$ cat config.mk
export PLATFORM = sky130hd
export DESIGN_NAME = npc_duty_sequencer
export DESIGN_NICKNAME = d
export VERILOG_FILES = /design/src/rtl/npc_duty_sequencer.sv
export SDC_FILE = /design/constraint.sdc
export NUM_CORES = 1
export LEC_CHECK = 0
export BUFFER_PORTS_ARGS = -buffer_cell sky130_fd_sc_hd__buf_2
export CAP_MARGIN = 20
export CORE_ASPECT_RATIO = 0.75
export CORE_MARGIN = 1.5
export CORE_UTILIZATION = 50
export CTS_BUF_LIST = sky130_fd_sc_hd__clkbuf_16
export CTS_CLUSTER_SIZE = 12
export DETAILED_ROUTE_END_ITERATION = 7
export PLACE_DENSITY = 0.68
export SLEW_MARGIN = 30
export SYNTH_ARGS = -nofsm -noshare
export SYNTH_HDL_FRONTEND = slang
export SYNTH_SLANG_ARGS = --single-unit
$ cat constraint.sdc
create_clock -name clk -period 4.6 [get_ports clk]
set_clock_uncertainty 0.15 [all_clocks]
set_input_delay 0.92 -clock clk [delete_from_list [all_inputs] [get_ports clk]]
set_output_delay 0.92 -clock clk [all_outputs]
set_load 0.01 [all_outputs]
$ cat src/rtl/npc_duty_sequencer.sv
// ---------------------------------------------------------------------------
// npc_duty_sequencer
// Duty-cycle sequencer for one PWM-with-dead-time leg of the NPC converter.
// Commands are taken over valid/ready and applied only at PWM period
// boundaries. A slew-limited ramp gives soft start, soft stop and duty
// changes. A fault forces the leg off at once and latches until a clear
// that arrives after the hold time has elapsed.
//
// Optional feature macro: DUTY_CLAMP_EN
//   defined   : captured command is clamped to [DMIN, DMAX]
//   undefined : captured command is used unmodified
//
// Ports:
//   clk          in   system clock, rising edge
//   rst_n        in   asynchronous active-low reset
//   cmd_duty     in   requested duty (DW bits)
//   cmd_valid    in   command valid
//   cmd_ready    out  command accepted when valid && ready (low in FAULT)
//   enable       in   run request level
//   fault        in   fault level, synchronous to clk
//   fault_clr    in   one-cycle fault clear request
//   d            out  registered duty to the PWM
//   pwm_en       out  registered leg enable
//   period_start out  high during the last count of each period
//   state        out  IDLE=0, RAMP=1, RUN=2, FAULT=3
//   busy         out  high while ramping
// ---------------------------------------------------------------------------
module npc_duty_sequencer #(
  parameter int DW         = 10,
  parameter int STEP       = 4,
  parameter int FAULT_HOLD = 16,
  parameter int DMIN       = 8,
  parameter int DMAX       = 1015
) (
  input  logic          clk,
  input  logic          rst_n,
  input  logic [DW-1:0] cmd_duty,
  input  logic          cmd_valid,
  output logic          cmd_ready,
  input  logic          enable,
  input  logic          fault,
  input  logic          fault_clr,
  output logic [DW-1:0] d,
  output logic          pwm_en,
  output logic          period_start,
  output logic [1:0]    state,
  output logic          busy
);

  typedef enum logic [1:0] {
    ST_IDLE  = 2'd0,
    ST_RAMP  = 2'd1,
    ST_RUN   = 2'd2,
    ST_FAULT = 2'd3
  } state_t;

  localparam logic [DW-1:0] CNT_MAX = {DW{1'b1}};
  localparam logic [DW:0]   STEP_W  = (DW+1)'(STEP);
  localparam logic [7:0]    HOLD_W  = 8'(FAULT_HOLD);

  state_t        state_r, state_n_s;
  logic [DW-1:0] cnt_r;
  logic [DW-1:0] d_r, d_n_s;
  logic          pwm_en_r, pwm_en_n_s;
  logic [DW-1:0] target_r, target_n_s;
  logic [7:0]    hold_r, hold_n_s;
  logic [DW-1:0] tgt_eff_s;
  logic [DW-1:0] step_s;
  logic          handshake_s;

  // Move cur toward tgt by at most STEP; done in DW+1 bits so it cannot wrap.
  function automatic logic [DW-1:0] step_toward(input logic [DW-1:0] cur,
                                                 input logic [DW-1:0] tgt);
    logic [DW:0] c, t, res;
    c = {1'b0, cur};
    t = {1'b0, tgt};
    if (t >= c) begin
      if ((t - c) <= STEP_W) res = t;
      else                   res = c + STEP_W;
    end else begin
      if ((c - t) <= STEP_W) res = t;
      else                   res = c - STEP_W;
    end
    return res[DW-1:0];
  endfunction

`ifdef DUTY_CLAMP_EN
  localparam logic [DW-1:0] DMIN_W = DW'(DMIN);
  localparam logic [DW-1:0] DMAX_W = DW'(DMAX);

  // Keep the captured duty inside the minimum-pulse window around dead time.
  function automatic logic [DW-1:0] capture_duty(input logic [DW-1:0] cmd);
    if (cmd < DMIN_W)      return DMIN_W;
    else if (cmd > DMAX_W) return DMAX_W;
    else                   return cmd;
  endfunction
`else
  // Captured duty is taken as-is.
  function automatic logic [DW-1:0] capture_duty(input logic [DW-1:0] cmd);
    return cmd;
  endfunction
`endif

  assign period_start = (cnt_r == CNT_MAX);
  assign cmd_ready    = (state_r != ST_FAULT);
  assign busy         = (state_r == ST_RAMP);
  assign d            = d_r;
  assign pwm_en       = pwm_en_r;
  assign state        = state_r;

  assign handshake_s = cmd_valid && cmd_ready;
  assign tgt_eff_s   = enable ? target_r : {DW{1'b0}};
  assign step_s      = step_toward(d_r, tgt_eff_s);

  // Next-state and next-output logic; fault overrides everything else.
  always_comb begin
    state_n_s  = state_r;
    d_n_s      = d_r;
    pwm_en_n_s = pwm_en_r;
    target_n_s = target_r;
    hold_n_s   = hold_r;
    if (fault) begin
      // A persisting fault keeps re-entering FAULT, so the hold time is
      // measured from the cycle the fault goes away.
      state_n_s  = ST_FAULT;
      d_n_s      = {DW{1'b0}};
      pwm_en_n_s = 1'b0;
      target_n_s = {DW{1'b0}};
      hold_n_s   = 8'd0;
    end else begin
      // The boundary update below reads target_r, so a command captured on
      // a boundary cycle only takes effect at the following boundary.
      if (handshake_s) begin
        target_n_s = capture_duty(cmd_duty);
      end else begin
        target_n_s = target_r;
      end
      case (state_r)
        ST_IDLE: begin
          if (period_start && enable) begin
            state_n_s  = ST_RAMP;
            pwm_en_n_s = 1'b1;
            d_n_s      = step_s;
          end else begin
            d_n_s      = {DW{1'b0}};
            pwm_en_n_s = 1'b0;
          end
        end
        ST_RAMP: begin
          if (period_start) begin
            d_n_s = step_s;
            if ((step_s == tgt_eff_s) && enable) begin
              state_n_s = ST_RUN;
            end else if ((step_s == {DW{1'b0}}) && !enable) begin
              state_n_s  = ST_IDLE;
              pwm_en_n_s = 1'b0;
            end else begin
              state_n_s = ST_RAMP;
            end
          end else begin
            state_n_s = ST_RAMP;
          end
        end
        ST_RUN: begin
          if (period_start && (tgt_eff_s != d_r)) begin
            state_n_s = ST_RAMP;
            d_n_s     = step_s;
          end else begin
            state_n_s = ST_RUN;
          end
        end
        ST_FAULT: begin
          d_n_s      = {DW{1'b0}};
          pwm_en_n_s = 1'b0;
          if (fault_clr && (hold_r == HOLD_W)) begin
            state_n_s = ST_IDLE;
          end else if (period_start && (hold_r != HOLD_W)) begin
            hold_n_s = hold_r + 8'd1;
          end else begin
            hold_n_s = hold_r;
          end
        end
        default: begin
          state_n_s  = ST_FAULT;
          d_n_s      = {DW{1'b0}};
          pwm_en_n_s = 1'b0;
          target_n_s = {DW{1'b0}};
          hold_n_s   = 8'd0;
        end
      endcase
    end
  end

  // State, duty, target, hold and period counter registers.
  always_ff @(posedge clk or negedge rst_n) begin
    if (!rst_n) begin
      state_r  <= ST_IDLE;
      cnt_r    <= {DW{1'b0}};
      d_r      <= {DW{1'b0}};
      pwm_en_r <= 1'b0;
      target_r <= {DW{1'b0}};
      hold_r   <= 8'd0;
    end else begin
      state_r  <= state_n_s;
      cnt_r    <= cnt_r + DW'(1);
      d_r      <= d_n_s;
      pwm_en_r <= pwm_en_n_s;
      target_r <= target_n_s;
      hold_r   <= hold_n_s;
    end
  end

endmodule
== Yosys cells after proc, flatten, opt, wreduce, memory -nomap -nowiden ==
Index checks and enable logic that the tools add are counted.
Storage, ports and cells
  flip-flop bits (word level): 41
  word-level logic and storage cells: 78
  input bits: 16
Operators by class
  multiplexer cells: 29
  $lt $le $gt $ge: 3
  eq/ne operators: 16
  reductions and logical operators: 18
  add/subtract/negate cells: 6
Operators with widths (number)
  $mux W10: 10
  $pmux W10 S4: 1
  $mux W8: 4
  $le A11 B3 Y1 const B: 2
  $sub A10 B10 Y11: 2
  $ne A3 B3 Y1 const B: 5
  $mux W2: 6
  $add A10 B1 Y10 const B: 1
  $add A10 B3 Y10 const B: 1
  $eq A10 B10 Y1: 1
  $eq A10 B10 Y1 const B: 1
  $ge A10 B10 Y1: 1
  $logic_not A10 Y1: 1
  $ne A10 B10 Y1: 1
  $sub A10 B3 Y10 const B: 1
  $add A8 B1 Y8 const B: 1
  $eq A8 B5 Y1 const B: 1
  $ne A8 B5 Y1 const B: 1
  $pmux W2 S4: 1
  $logic_and A1 B1 Y1: 7
  $mux W1: 6
  $reduce_bool A2 Y1: 3
  $eq A2 B2 Y1 const B: 2
  $ne A2 B2 Y1 const B: 2
  9 further kinds: 10

== Longest topological paths before layout ==
  word-level depth: 12
  gate-level depth with buffers: 18

== Worst setup path before layout ==
No wires, ideal clock.
  kind: input -> register
  start point: in enable
  end point: reg state_r[1], in the netlist state[1]
  arrival: 4.394 ns
  setup slack: -0.010 ns
  buffers on the path: 3
  library setup time: 0.066 ns
  stages: 16
  required time: 4.384 ns
  cell sequence: buf_6 > clkbuf_1 > clkbuf_1 > nand2_1 > ha_1 > o21ai_0 > o21bai_2 > a211o_1 > a211oi_1 > a211oi_2 > and2_2 > a21oi_4 > mux2_4 > or3_1 > nor4_2 > a221o_1
Between the ends
  longest elaborated chain between the ends: 11
Ends and longest elaborated chain
  start: declaration: line 40  | input logic enable,
  $mux W10: line 112  | assign tgt_eff_s = enable ? target_r : {DW{1'b0}};
  $sub A10 B10 Y11 (on tied branches): line 81, 78
  $le A11 B3 Y1 (on tied branches): line 81, 78
  $mux W10 (on tied branches): line 81, 78
  $mux W10: line 77  | if (t >= c) begin
  $eq A10 B10 Y1: line 152  | if ((step_s == tgt_eff_s) && enable) begin
  $logic_and A1 B1 Y1: line 152
  $mux W2: line 152
  $mux W2: line 150  | if (period_start) begin
  $pmux W2 S4: line 138  | case (state_r)
  $mux W2: line 122  | if (fault) begin
  end signal: assignment: line 204  | state_r <= state_n_s;
  end: declaration: line 61  | state_t state_r, state_n_s;
Several ways; a longest one is shown, not always the timed one.
A chain may end at the register's enable or synchronous reset.

== Worst setup path in the final report ==
  start point: in enable
  end point: reg pwm_en_r, in the netlist pwm_en
Between the ends
  longest elaborated chain between the ends: 9
Ends and longest elaborated chain
  $mux W10: line 112
  $sub A10 B10 Y11 (on tied branches): line 81, 78
  $le A11 B3 Y1 (on tied branches): line 81, 78
  $mux W10 (on tied branches): line 81, 78
  $mux W10: line 77
  $eq A10 B10 Y1 or $logic_not A10 Y1 (tied branches): line 152, 154
  $logic_and A1 B1 Y1 (on tied branches): line 152, 154
  $ne A3 B3 Y1 (no line) or $ne A3 B2 Y1 (tied branches)
  $reduce_and A4 Y1 (no line)
  end signal: assignment: line 207  | pwm_en_r <= pwm_en_n_s;
  end: declaration: line 64  | logic pwm_en_r, pwm_en_n_s;
Several ways; a longest one is shown, not always the timed one.

==> results_dict.tcl <==
set metrics [dict create \
    status "finished clean" \
    startpoint_type "input port" \
    critical-path-max-stage-delay_ps 520 \
    ir_drop_v 0.000375 \
    maxCapViolations 0 \
    post-route-period-util_pct 95.6 \
    placed_cell_area_mm2 0.00443 \
    die-area_mm2 0.00818 \
    rows 27 \
    die_h_um 78.7 \
    antennaDiodeCount 0 \
    synthArstFlopShare_pct 100 \
    synth.cell_area_mm2 0.00382 \
    detail-route-antenna-nets 0 \
    htreeDepth 2 \
    die_w_um 104 \
    min_path_type "flop to flop" \
    ios 32 \
    grt_antenna_before_repair 0 \
    avgSynthCellArea_um2 8.13 \
    drtIter0Drc 385 \
    post-cts-setup-buffers 0 \
    cp_cell_sequence "buf_2 > buf_4 > nand2_1 > ha_1 > o21ai_1 > o21bai_2 > a211o_1 > a211oi_1 > a211oi_2 > a21oi_1 > a22oi_2 > nor4b_1 > a31oi_1 > o311ai_1 > a21oi_1" \
    critical_path.max_fanout 11 \
    fmax_mhz 227 \
    postSynthNetCount 513 \
    vias 3989 \
    cpMaxStageDelayCell "a21oi_1" \
    cp.required_ps 4600 \
    cellPowerDensity_mw_per_mm2 609 \
    grt_pass1_wl_mm 19.2 \
    finalCriticalPeriod_ps 4400 \
    core_mm2 0.00736 \
    vias_per_cell 6.17 \
    clkTransAtPathRegs_ps 60 \
    setup_viol 0 \
    finalInstanceArea_mm2 0.00461 \
    ys.flop_type "dfrtp_1" \
    drive_gt1_share_pct 22.0 \
    ys_seq_area_share_pct 26.9 \
    end_kind "flop" \
    wire_per_inst_um 18.4 \
    final_cell_mix "nand2_1, buf_4, dfrtp_1" \
    wirelength_mm 11.9 \
    ys.warnings.count 0 \
    p_leak_nw 2.21 \
    final_hold_viol_count 0 \
    drc_errors 0 \
    grt_pass1_vias 3674 \
    clockBufferDepth 2 \
    tightestPinTransition_ps 600 \
    clk_latency_ps 280 \
    cts_buffers 5 \
    path_buf_inv 2 \
    place_hpwl_mm 9.22 \
    synth_cell_type_count 74 \
    drv_slew 0 \
    final_common_cell "nand2_1" \
    initial_core_util_pct 51.9 \
    portBuffers 31 \
    holdWs_ps 312 \
    cp_top_family "compound AO/OA/AOI/OAI gates" \
    max_slew_margin_pct 60.0 \
    synth_cells 470 \
    nNetsFinal 587 \
    crit_top_cell "a21oi_1" \
    grt_setup_unrepaired "no" \
    cts_tree "built" \
    cts_resized 0 \
    cts_sinks 41 \
    hold_buffers 0 \
    cts_root_buf "clkbuf_16" \
    power_mw 2.81 \
    grt_overflow 0 \
    synth_edf_count 0 \
    syn2layout_area_growth_pct 20.8 \
    final_cells 646 \
    grtUsageTotal_pct 29.7 \
    ys_ff_latch 41 \
    dp_cells 638 \
    critPathKind "input port to flop" \
    drt-pass1-iter-count 5 \
    grt_max_degree 42 \
    routabilityCongestion 0.980 \
    critical_path_arrival_ps 4400 \
]
## report_power, final
part / internal, mW / switching [mW] / leakage [nW]
logic: 0.888 / 1.10 / 1.58
clock network: 0.252 / 0.139 / 0.0826
registers: 0.391 / 0.0436 / 0.546
total: 1.53 / 1.28 / 2.21
## Yosys cell counts (6+ instances only)
library cell / n / area share [%]
a31oi_1: 9 / 1.5
nand3b_1: 6 / 1.2
and3_1: 9 / 1.5
clkbuf_1: 10 / 0.98
buf_2: 6 / 0.79
xnor2_1: 18 / 4.1
xor2_1: 11 / 2.5
mux2i_1: 7 / 1.8
nor3_1: 6 / 0.79
nor2b_1: 6 / 0.98
inv_1: 27 / 2.7
nand3_1: 14 / 1.8
nand2_1: 63 / 6.2
ha_1: 27 / 8.8
a21oi_1: 38 / 5.0
o21ai_0: 22 / 2.9
dfrtp_1: 41 / 27
nand4_1: 8 / 1.3
a211oi_1: 7 / 1.4
nor2_1: 25 / 2.5
## per-layer routing
metal | part of all wire (%) | GRT usage [%] | wire, µm | vias to the layer above
met5 | 0 | 0 | 0 | -
met4 | 1.9 | 7.22 | 225 | 0
met3 | 11 | 6.73 | 1280 | 37
met2 | 40 | 43.5 | 4780 | 244
met1 | 47 | 44.0 | 5580 | 1848
li1 | - | - | - | 1860
## flip-flops by register name, summed over array words and instances, names as in the netlist
signal    cells
cnt_r        10
d            10
hold_r        8
pwm_en        1
state         2
target_r     10
## final cells by class
cell class / instances / area, µm²
well taps: 101 / 126
clock inverters: 3 / 37.5
repair buffers: 87 / 591
clock buffers: 5 / 125
multi-input cells: 381 / 2600
fillers: 685 / 2750
inverters: 28 / 105
flip-flops and latches: 41 / 1030
## path summary, 6_finish.rpt
check | start | to | slack (ps) | depth (start not counted)
max reg2reg | d[7] | pwm_en | 560 | 15
min reg2reg | cnt_r[7] | cnt_r[7] | 310 | 1
min in group asynchronous | rst_n | cnt_r[5] | 470 | 1
max | enable | pwm_en | 200 | 15
min | cnt_r[7] | cnt_r[7] | 310 | 1
max in group asynchronous | rst_n | d[0] | 3480 | 1
## stage by stage
stage / setup TNS, ps / setup slack (ps) / utilization, %
global placement: -21.7 / -21.7 / 60.1
CTS: 0 / 256 / 62.3
floorplan: 0 / 81.3 / -
detailed placement: -99.5 / -51.8 / 60.1
finish: 0 / 201 / 62.6
global route: 0 / 17.5 / 62.6
## cells by family (layout without fill, tap and decap cells)
kind of cell | count (synthesis) | count (layout) | share of synthesized area, %
muxes | 8 | 8 | 2.23
AOI/OAI and AO/OA | 142 | 142 | 25.5
and+or+nand+nor | 175 | 175 | 24.3
xor gates and xnor gates | 29 | 29 | 6.65
buffers and inverters | 48 | 123 | 5.60
DFF | 41 | 41 | 26.9
adders and majority gates | 27 | 27 | 8.84
Note: power is estimated with default switching activity, not from simulation.
